$ cat src/rtl/cache_block.sv
`default_nettype none
// ============================================================================
// Module      : cache_block
// Description : Fully associative key/value store with GET, PUT, DEL and
//               CLEAR operations. Each accepted request is executed on its
//               acceptance edge. The response is registered and held until
//               it is handshaked.
//               A PUT that misses while the store is full either replaces
//               the entry at a round-robin victim pointer or is rejected,
//               selected by EVICT_ON_FULL.
// Ports       : clk, rst (async, active-high)
//               req_valid/req_ready/req_op/req_key/req_value : request side
//               resp_valid/resp_ready/resp_hit/resp_value/
//               resp_evicted/resp_err                        : response side
//               count, full                                  : occupancy
// Revision    : 1.0 - initial release
// ============================================================================
module cache_block #(
    parameter int NUM_ENTRIES   = 16,
    parameter int KEY_WIDTH     = 16,
    parameter int VALUE_WIDTH   = 64,
    parameter int EVICT_ON_FULL = 1
) (
    input  logic                               clk,
    input  logic                               rst,
    input  logic                               req_valid,
    output logic                               req_ready,
    input  logic [1:0]                         req_op,
    input  logic [KEY_WIDTH-1:0]               req_key,
    input  logic [VALUE_WIDTH-1:0]             req_value,
    output logic                               resp_valid,
    input  logic                               resp_ready,
    output logic                               resp_hit,
    output logic [VALUE_WIDTH-1:0]             resp_value,
    output logic                               resp_evicted,
    output logic                               resp_err,
    output logic [$clog2(NUM_ENTRIES+1)-1:0]   count,
    output logic                               full
);

    localparam int         c_IDX_W  = $clog2(NUM_ENTRIES);
    localparam int         c_CNT_W  = $clog2(NUM_ENTRIES+1);
    localparam logic [1:0] c_OP_GET = 2'b00;
    localparam logic [1:0] c_OP_PUT = 2'b01;
    localparam logic [1:0] c_OP_DEL = 2'b10;

    typedef enum logic [0:0] {
        ST_IDLE = 1'b0,
        ST_RESP = 1'b1
    } state_t;

    state_t                   r_state;
    state_t                   w_state_next;
    logic [NUM_ENTRIES-1:0]   r_valid;
    logic [NUM_ENTRIES-1:0]   w_valid_next;
    logic [KEY_WIDTH-1:0]     r_key  [NUM_ENTRIES];
    logic [VALUE_WIDTH-1:0]   r_data [NUM_ENTRIES];
    logic [c_CNT_W-1:0]       r_count;
    logic [c_CNT_W-1:0]       w_count_next;
    logic [c_IDX_W-1:0]       r_vptr;
    logic [c_IDX_W-1:0]       w_vptr_next;

    logic                     r_hit, r_evicted, r_err;
    logic [VALUE_WIDTH-1:0]   r_value;
    logic                     w_hit_next, w_evicted_next, w_err_next;
    logic [VALUE_WIDTH-1:0]   w_value_next;

    logic [NUM_ENTRIES-1:0]   w_match;
    logic                     w_any_hit;
    logic [c_IDX_W-1:0]       w_hit_idx;
    logic [c_IDX_W-1:0]       w_free_idx;
    logic                     w_full;
    logic                     w_accept;
    logic                     w_wr_en;
    logic [c_IDX_W-1:0]       w_wr_idx;

    // Parallel key compare; a key is only ever stored once, so at most one
    // bit of w_match is set.
    for (genvar g = 0; g < NUM_ENTRIES; g++) begin : g_match
        assign w_match[g] = r_valid[g] && (r_key[g] == req_key);
    end

    assign w_any_hit = |w_match;
    assign w_full    = (r_count == c_CNT_W'(NUM_ENTRIES));

    // Descending scan so the lowest index wins for the free-slot search.
    always_comb begin
        w_hit_idx  = '0;
        w_free_idx = '0;
        for (int i = NUM_ENTRIES - 1; i >= 0; i--) begin
            if (w_match[i]) begin
                w_hit_idx = c_IDX_W'(i);
            end
            if (!r_valid[i]) begin
                w_free_idx = c_IDX_W'(i);
            end
        end
    end

    always_comb begin
        w_state_next   = r_state;
        w_valid_next   = r_valid;
        w_count_next   = r_count;
        w_vptr_next    = r_vptr;
        w_accept       = 1'b0;
        w_wr_en        = 1'b0;
        w_wr_idx       = w_free_idx;
        w_hit_next     = 1'b0;
        w_evicted_next = 1'b0;
        w_err_next     = 1'b0;
        w_value_next   = '0;
        case (r_state)
            ST_IDLE: begin
                if (req_valid) begin
                    w_accept     = 1'b1;
                    w_state_next = ST_RESP;
                    case (req_op)
                        c_OP_GET: begin
                            if (w_any_hit) begin
                                w_hit_next   = 1'b1;
                                w_value_next = r_data[w_hit_idx];
                            end
                        end
                        c_OP_PUT: begin
                            if (w_any_hit) begin
                                w_wr_en      = 1'b1;
                                w_wr_idx     = w_hit_idx;
                                w_hit_next   = 1'b1;
                                w_value_next = r_data[w_hit_idx];
                            end else if (!w_full) begin
                                w_wr_en                  = 1'b1;
                                w_wr_idx                 = w_free_idx;
                                w_valid_next[w_free_idx] = 1'b1;
                                w_count_next             = r_count + c_CNT_W'(1);
                            end else if (EVICT_ON_FULL != 0) begin
                                // Power-of-two depth: the increment wraps
                                // naturally from the last index to 0.
                                w_wr_en        = 1'b1;
                                w_wr_idx       = r_vptr;
                                w_evicted_next = 1'b1;
                                w_value_next   = r_data[r_vptr];
                                w_vptr_next    = r_vptr + c_IDX_W'(1);
                            end else begin
                                w_err_next = 1'b1;
                            end
                        end
                        c_OP_DEL: begin
                            if (w_any_hit) begin
                                w_valid_next[w_hit_idx] = 1'b0;
                                w_count_next            = r_count - c_CNT_W'(1);
                                w_hit_next              = 1'b1;
                                w_value_next            = r_data[w_hit_idx];
                            end
                        end
                        default: begin
                            w_valid_next = '0;
                            w_count_next = '0;
                            w_vptr_next  = '0;
                        end
                    endcase
                end
            end
            default: begin
                if (resp_ready) begin
                    w_state_next = ST_IDLE;
                end
            end
        endcase
    end

    always_ff @(posedge clk or posedge rst) begin
        if (rst) begin
            r_state   <= ST_IDLE;
            r_valid   <= '0;
            r_count   <= '0;
            r_vptr    <= '0;
            r_hit     <= 1'b0;
            r_evicted <= 1'b0;
            r_err     <= 1'b0;
            r_value   <= '0;
        end else begin
            r_state <= w_state_next;
            r_valid <= w_valid_next;
            r_count <= w_count_next;
            r_vptr  <= w_vptr_next;
            if (w_accept) begin
                r_hit     <= w_hit_next;
                r_evicted <= w_evicted_next;
                r_err     <= w_err_next;
                r_value   <= w_value_next;
            end
        end
    end

    // Key/value storage is gated by r_valid everywhere it is read, so it
    // carries no reset.
    always_ff @(posedge clk) begin
        if (w_wr_en) begin
            r_key[w_wr_idx]  <= req_key;
            r_data[w_wr_idx] <= req_value;
        end
    end

    assign req_ready    = (r_state == ST_IDLE);
    assign resp_valid   = (r_state == ST_RESP);
    assign resp_hit     = r_hit;
    assign resp_value   = r_value;
    assign resp_evicted = r_evicted;
    assign resp_err     = r_err;
    assign count        = r_count;
    assign full         = w_full;

endmodule
`default_nettype wire

$ cat config.mk
export PLATFORM = sky130hd
export DESIGN_NAME = cache_block
export DESIGN_NICKNAME = d
export VERILOG_FILES = /design/src/rtl/cache_block.sv
export SDC_FILE = /design/constraint.sdc
export NUM_CORES = 2
export LEC_CHECK = 0
export CORE_UTILIZATION = 55
export CTS_CLUSTER_DIAMETER = 40
export DETAILED_ROUTE_END_ITERATION = 12
export DONT_BUFFER_PORTS = 1
export PLACE_DENSITY_LB_ADDON = 0.12
export SLEW_MARGIN = 10
export SYNTH_ARGS = -nofsm -noshare
export SYNTH_HDL_FRONTEND = slang
export SYNTH_SLANG_ARGS = --single-unit
export TNS_END_PERCENT = 100
$ cat constraint.sdc
create_clock -name clk -period 10.3 [get_ports clk]
set_input_delay 2.06 -clock clk [delete_from_list [all_inputs] [get_ports clk]]
set_output_delay 2.06 -clock clk [all_outputs]
set_load 0.03 [all_outputs]
Word-level counts from Yosys, hierarchy flattened
Memory sizes are Yosys's and may differ from the RTL's.
Cells that the tools add are included.
{"block": "totals", "rom_bits": 0, "memories": 2, "inputBits": 86, "wordCells": 145, "out_inout_bits": 75, "register_bits": 92, "latch_bits": 0, "ram_bits": 1280}
{"block": "op_classes", "n_shift": 0, "n_div": 0, "mul": 0, "magnitude_cmp": 4, "eq_ne": 23, "n_addsub": 3, "n_reduce_logical": 24, "bitwise": 6, "n_mux": 76}
{"memory": "r_data", "words": 16, "word_bits": 64, "read_ports": 2, "rd_clocked_by_memory_dff": 0, "write_ports": 1, "line_no": "57", "text": "logic [VALUE_WIDTH-1:0] r_data [NUM_ENTRIES];"}
{"memory": "r_key", "words": 16, "word_bits": 16, "read_ports": 16, "rd_clocked_by_memory_dff": 0, "write_ports": 1, "line_no": "56", "text": "logic [KEY_WIDTH-1:0] r_key [NUM_ENTRIES];"}
{"operator": "64-bit 2-to-1 mux", "n": 5}
{"operator": "16-bit == test", "n": 16}
{"operator": "4-bit 2-to-1 mux", "n": 39}
{"operator": "64-bit case mux with 2 select lines", "n": 1}
{"operator": "16-bit 2-to-1 mux", "n": 3}
{"operator": "16-bit case mux with 3 select lines", "n": 1}
{"operator": "1-bit 2-to-1 mux", "n": 20}
{"operator": "1-bit logical AND", "n": 18}
{"operator": "16-bit AND", "n": 1}
{"operator": "16-bit inverter", "n": 1}
{"operator": "16-bit OR", "n": 1}
{"operator": "16-bit OR reduction", "n": 1}
{"operator": "5-bit 2-to-1 mux", "n": 3}
{"operator": "5-bit case mux with 3 select lines", "n": 1}
{"operator": "4-bit by 5-bit < comparator with 1-bit output (second input constant)", "n": 2}
{"operator": "1-bit demux with 4-bit select", "n": 2}
{"operator": "4-bit by 1-bit >= comparator with 1-bit output (second input constant)", "n": 2}
{"operator": "2-bit != test (second input constant)", "n": 4}
{"operator": "4-bit case mux with 2 select lines", "n": 1}
{"operator": "6-bit AND reduction", "n": 1}
{"operator": "5-bit by 1-bit adder with 5-bit output (second input constant)", "n": 1}
{"operator": "5-bit == test (second input constant)", "n": 1}
{"operator": "5-bit AND reduction", "n": 1}
{"operator": "5-bit by 1-bit subtractor with 5-bit output (second input constant)", "n": 1}
{"operator": "other kinds (7)", "n": 9}

Logic depth before layout (Yosys ltp)
An unclocked memory read counts as a cell.
{"block": "logic_depth", "depth_word": 27, "mapped_depth": 16, "mapped_depth_nobuf": 11}

Worst setup path before layout
No wires, ideal clock.
{"block": "synth_timing", "kind": "input to register", "startpoint": "input req_key[2]", "endpoint": "memory r_data[10][0] (enable)", "setup_time_ns": 0.616, "t_arrival_ns": 10.227, "setup_slack_ns": -0.544, "path_buffers": 2, "cell_stages": 12, "cell_sequence": "buf_2 -> buf_6 -> xnor2_1 -> or4b_1 -> or4_1 -> o22ai_1 -> nor3_1 -> nand4_1 -> o32ai_1 -> a21o_1 -> or3_1 -> nor3_1"}
{"block": "synth_between", "elab_chain_cells": 22, "word_cells_on_any_way": 53, "classes_between": "16 x eq/ne; 20 x mux; 17 x reduce/logical"}
{"item": "start: declaration", "line_no": "29", "text": "input logic [KEY_WIDTH-1:0] req_key,"}
{"item": "16-bit == test", "line_no": "80", "text": "assign w_match[g] = r_valid[g] && (r_key[g] == req_key);"}
{"item": "1-bit logical AND", "line_no": "80"}
{"item": "4-bit 2-to-1 mux (16 in series)", "line_no": "91", "text": "if (w_match[i]) begin"}
{"item": "4-bit 2-to-1 mux *", "line_no": "125", "text": "if (w_any_hit) begin"}
{"item": "4-bit 2-to-1 mux *", "line_no": "117", "text": "case (req_op)"}
{"item": "4-bit 2-to-1 mux *", "line_no": "114", "text": "if (req_valid) begin"}
{"item": "4-bit 2-to-1 mux *", "line_no": "112", "text": "case (r_state)"}
{"item": "end: declaration", "line_no": "57"}
Every way passes the cells marked *; elsewhere a longest branch is shown, timed or not.

Worst setup path in the final report
{"block": "layout_timing", "startpoint": "input req_key[3]", "endpoint": "memory r_data[5][17] (enable)"}
The elaborated chain is that of the path after synthesis.

==> impl_metrics.env <==
export IMPL_rsz0062_at_grt="no"
export IMPL_r2r_start="r_key[8][12]"
export IMPL_gr_total_overflow=0
export IMPL_endpoint="r_data[5][17]"
export IMPL_leakagePower_nw=21.6
export IMPL_worstMarginPinSlew_ps=1280
export IMPL_area_growth_pct=13.1
export IMPL_drv_slew=0
export IMPL_gp_congestion=0.898
export IMPL_synth_ff_type="edfxtp_1"
export IMPL_first_global_vias=39431
export IMPL_antenna_left=0
export IMPL_htree_num_levels=4
export IMPL_nNetsFinal=4000
export IMPL_synth_xor_area_frac=0.0362
export IMPL_startpoint_type="input port"
export IMPL_swShare=0.241
export IMPL_rows=123
export IMPL_synthMuxAreaShare=0.145
export IMPL_setup_viol=0
export IMPL_wl_per_cell_um=35.4
export IMPL_grt_first_pass_wirelength_mm=280
export IMPL_antenna_found_initial=2
export IMPL_netlist_area_sq_mm=0.0627
export IMPL_synth_compound_area_frac=0.0865
export IMPL_total_power_mw=15.1
export IMPL_seq_area_frac_synth=0.649
export IMPL_hp_class="reg2reg"
export IMPL_drt_iter0_markers=5902
export IMPL_p_sw_mw=3.63
export IMPL_syn_inst=3906
export IMPL_fin_crit_ps=6770
export IMPL_num_vias=39855
export IMPL_track_usage=0.340
export IMPL_design_core_area_sq_mm=0.113
export IMPL_yosys_top_cells_area="edfxtp_1 (61%), mux4_2 (11%), dfrtp_1 (3.7%)"
export IMPL_max_vdd_ir_drop_uv=155
export IMPL_slew_headroom=0.139
export IMPL_power_density_mw_per_mm2=213
export IMPL_synth_top_family_by_area="multiplexers"
export IMPL_critPathKind="in2reg"
export IMPL_dp_hpwl_mm=106
export IMPL_clkLatencyLatePin_ps=790
export IMPL_cts_hold_buf=0
export IMPL_drc=0
export IMPL_ys_ff_latch=1372
export IMPL_ctsLongestPathBuffers=3
export IMPL_post_cts_setup_buffers=0
export IMPL_required_ps=10690
export IMPL_ios=161
export IMPL_synth_simple_area_share=0.0606
export IMPL_cap_violations=0
export IMPL_die_area_sq_mm=0.115
export IMPL_rr_endpoint="r_data[5][17]"
export IMPL_status="completed"
export IMPL_drive_above_1_share=0.198
export IMPL_ff2ff_setup_slack_ps=4440
export IMPL_synth_top_area_share=0.613
export IMPL_p_comb_frac=0.125
export IMPL_ys_async_sr_fraction=0.0671
export IMPL_finalWirelength_mm=197
export IMPL_period_share=0.657
export IMPL_clk_pin_slew_worst_paths_ps=50
export IMPL_power_frac_seq=0.427
export IMPL_synth_fa_ha_area_frac=0.00191
export IMPL_syn_area_per_cell_sq_um=16.1
export IMPL_ys_warn_count=0
export IMPL_clock_fmax_mhz=148
export IMPL_synth_edf_count=1280
export IMPL_cp_startpoint="req_key[3]"
export IMPL_worstPathMaxFanout=42
export IMPL_port_buffers=0
export IMPL_fin_hold_ws_ps=601
export IMPL_cts_buffers=178
export IMPL_fin_skew_ps=40.3
export IMPL_ctsResizeCount=0
export IMPL_intPower_mw=11.4
export IMPL_hold_violations=0
export IMPL_fin_util=0.629
export IMPL_critPathArrivalTime_ps=7160
export IMPL_syn_nets=4001
export IMPL_start_util=0.556
export IMPL_end_kind="register"
export IMPL_clockRootBuffer="clkbuf_16"
export IMPL_grt_start_max_net_pins=101
export IMPL_synth_top_area_cell="edfxtp_1"
export IMPL_cts_sinks=1372
export IMPL_first_pass_iters=6
export IMPL_dieHeight_um=340
export IMPL_ys_types=104
export IMPL_viasPerCell=7.17
export IMPL_cts_tree="yes"
export IMPL_die_w_um=340
export IMPL_r2r_worst_path_cells=12
export IMPL_clock_power_share=0.447
==> placed cells by master (no fill, tap or decap), types with 22 or more instances in the layout <==
master	Yosys	layout
nor3_1	39	30
o22a_1	63	63
a21oi_1	50	50
o21ai_0	78	78
mux4_2	320	320
dfrtp_1	92	88
clkbuf_16	0	182
a222oi_1	50	50
o221ai_1	35	35
o21ai_1	62	62
xnor2_1	218	218
a31oi_1	36	35
mux2i_1	179	179
o211ai_1	37	37
nor2_1	128	118
or3_1	55	53
a221o_1	24	24
buf_4	11	75
nand3_1	56	52
inv_6	0	23
a22oi_1	70	70
xor2_1	41	41
edfxtp_1	1280	1280
o22ai_1	103	103
nand2_1	195	190
nand4_1	92	92
nor4_1	27	26
or2_2	22	22
bufinv_16	0	36
==> worst min-delay path by stage <==
stage | cells after the start | end | from
after global routing | 2 | resp_value[48] | r_data[8][48]
after CTS | 2 | resp_value[46] | r_data[12][46]
after floorplan | 1 | r_valid[0] | r_valid[0]
after global placement | 2 | resp_value[48] | r_data[8][48]
after detailed placement | 2 | resp_value[46] | r_data[12][46]
final | 2 | resp_value[27] | r_data[8][27]
==> through the flow <==
stage	TNS (ps)	cells	cell area [sq um]	setup slack, ps
final	0	5561	71000	3530
after global placement	0	5225	64400	3010
after detailed placement	0	5225	64400	2900
after CTS	0	5560	71000	3690
after global routing	0	5560	71000	3310
after floorplan	-87000	3906	62800	-544
==> Yosys cell counts (10+ instances only) <==
| cell type | n |
|---|---|
| nor3_1 | 39 |
| o211ai_1 | 37 |
| nand2_1 | 195 |
| o221ai_1 | 35 |
| dfrtp_1 | 92 |
| inv_1 | 21 |
| nand3_1 | 56 |
| buf_4 | 11 |
| clkbuf_1 | 152 |
| buf_2 | 58 |
| a21o_1 | 16 |
| or4_1 | 19 |
| o22ai_1 | 103 |
| a32oi_1 | 10 |
| buf_1 | 28 |
| xnor2_1 | 218 |
| a22oi_1 | 70 |
| nor2_1 | 128 |
| o21ai_1 | 62 |
| o2111ai_1 | 10 |
| nor4_1 | 27 |
| o22a_1 | 63 |
| mux2i_1 | 179 |
| a222oi_1 | 50 |
| a221o_1 | 24 |
| a21oi_1 | 50 |
| mux4_2 | 320 |
| or3_1 | 55 |
| nand4_1 | 92 |
| edfxtp_1 | 1280 |
| a31oi_1 | 36 |
| xor2_1 | 41 |
| or2_2 | 22 |
| o21ai_0 | 78 |
| buf_6 | 10 |
==> cell type report <==
class | instances | area [sq um]
fillers | 8057 | 41900
flip-flops and latches | 1372 | 40800
multi-input cells | 2251 | 21000
clock buffers | 204 | 4680
well taps | 1500 | 1880
clock inverters | 131 | 1850
repair buffers | 80 | 663
inverters | 22 | 87.6
diodes | 1 | 2.50
==> power by group through the flow <==
stage	clock network, mW	logic [mW]	registers, mW
CTS	6.78	1.89	6.44
detailed placement	0	1.89	6.56
global placement	0	1.87	6.56
global route	7.01	2.00	6.46
finish	6.75	1.89	6.44
floorplan	0	1.61	6.43
==> flip-flops by register name, summed over array words and instances, names as in the netlist <==
signal,count
count,5
r_data,1024
r_key,256
r_valid,16
r_vptr,4
resp_evicted,1
resp_hit,1
resp_valid,1
resp_value,64
==> critical path: stages <==
cell and delay (ps):
xnor2_1 220, nand4_1 110, or2_2 310, nor4_1 860, nor4_1 330, nand4_1 480
nor2_1 100, a21oi_1 180, a21boi_2 450, o211ai_1 460, nor2_4 790, buf_4 710
==> routing by layer <==
| layer | GRT usage | wire length (um) | vias up |
|---|---|---|---|
| met4 | 0.129 | 7310 | 2 |
| met2 | 0.521 | 90000 | 2674 |
| li1 | - | - | 16185 |
| met5 | 0 | 14 | - |
| met1 | 0.473 | 75500 | 20511 |
| met3 | 0.0867 | 23900 | 483 |
==> logic make-up (layout without fill, tap and decap cells) <==
kind of cell             count (synthesis)  after routing
flip-flops                            1372           1372
AO/OA/AOI/OAI                          746            746
AND/OR/NAND/NOR                        727            727
multiplexers                           509            509
buffers and inverters                  283            437
XOR/XNOR                               259            259
adder cells (fa/ha/maj)                  9              9
other                                    1              2
Note: power is estimated with default switching activity, not from simulation.
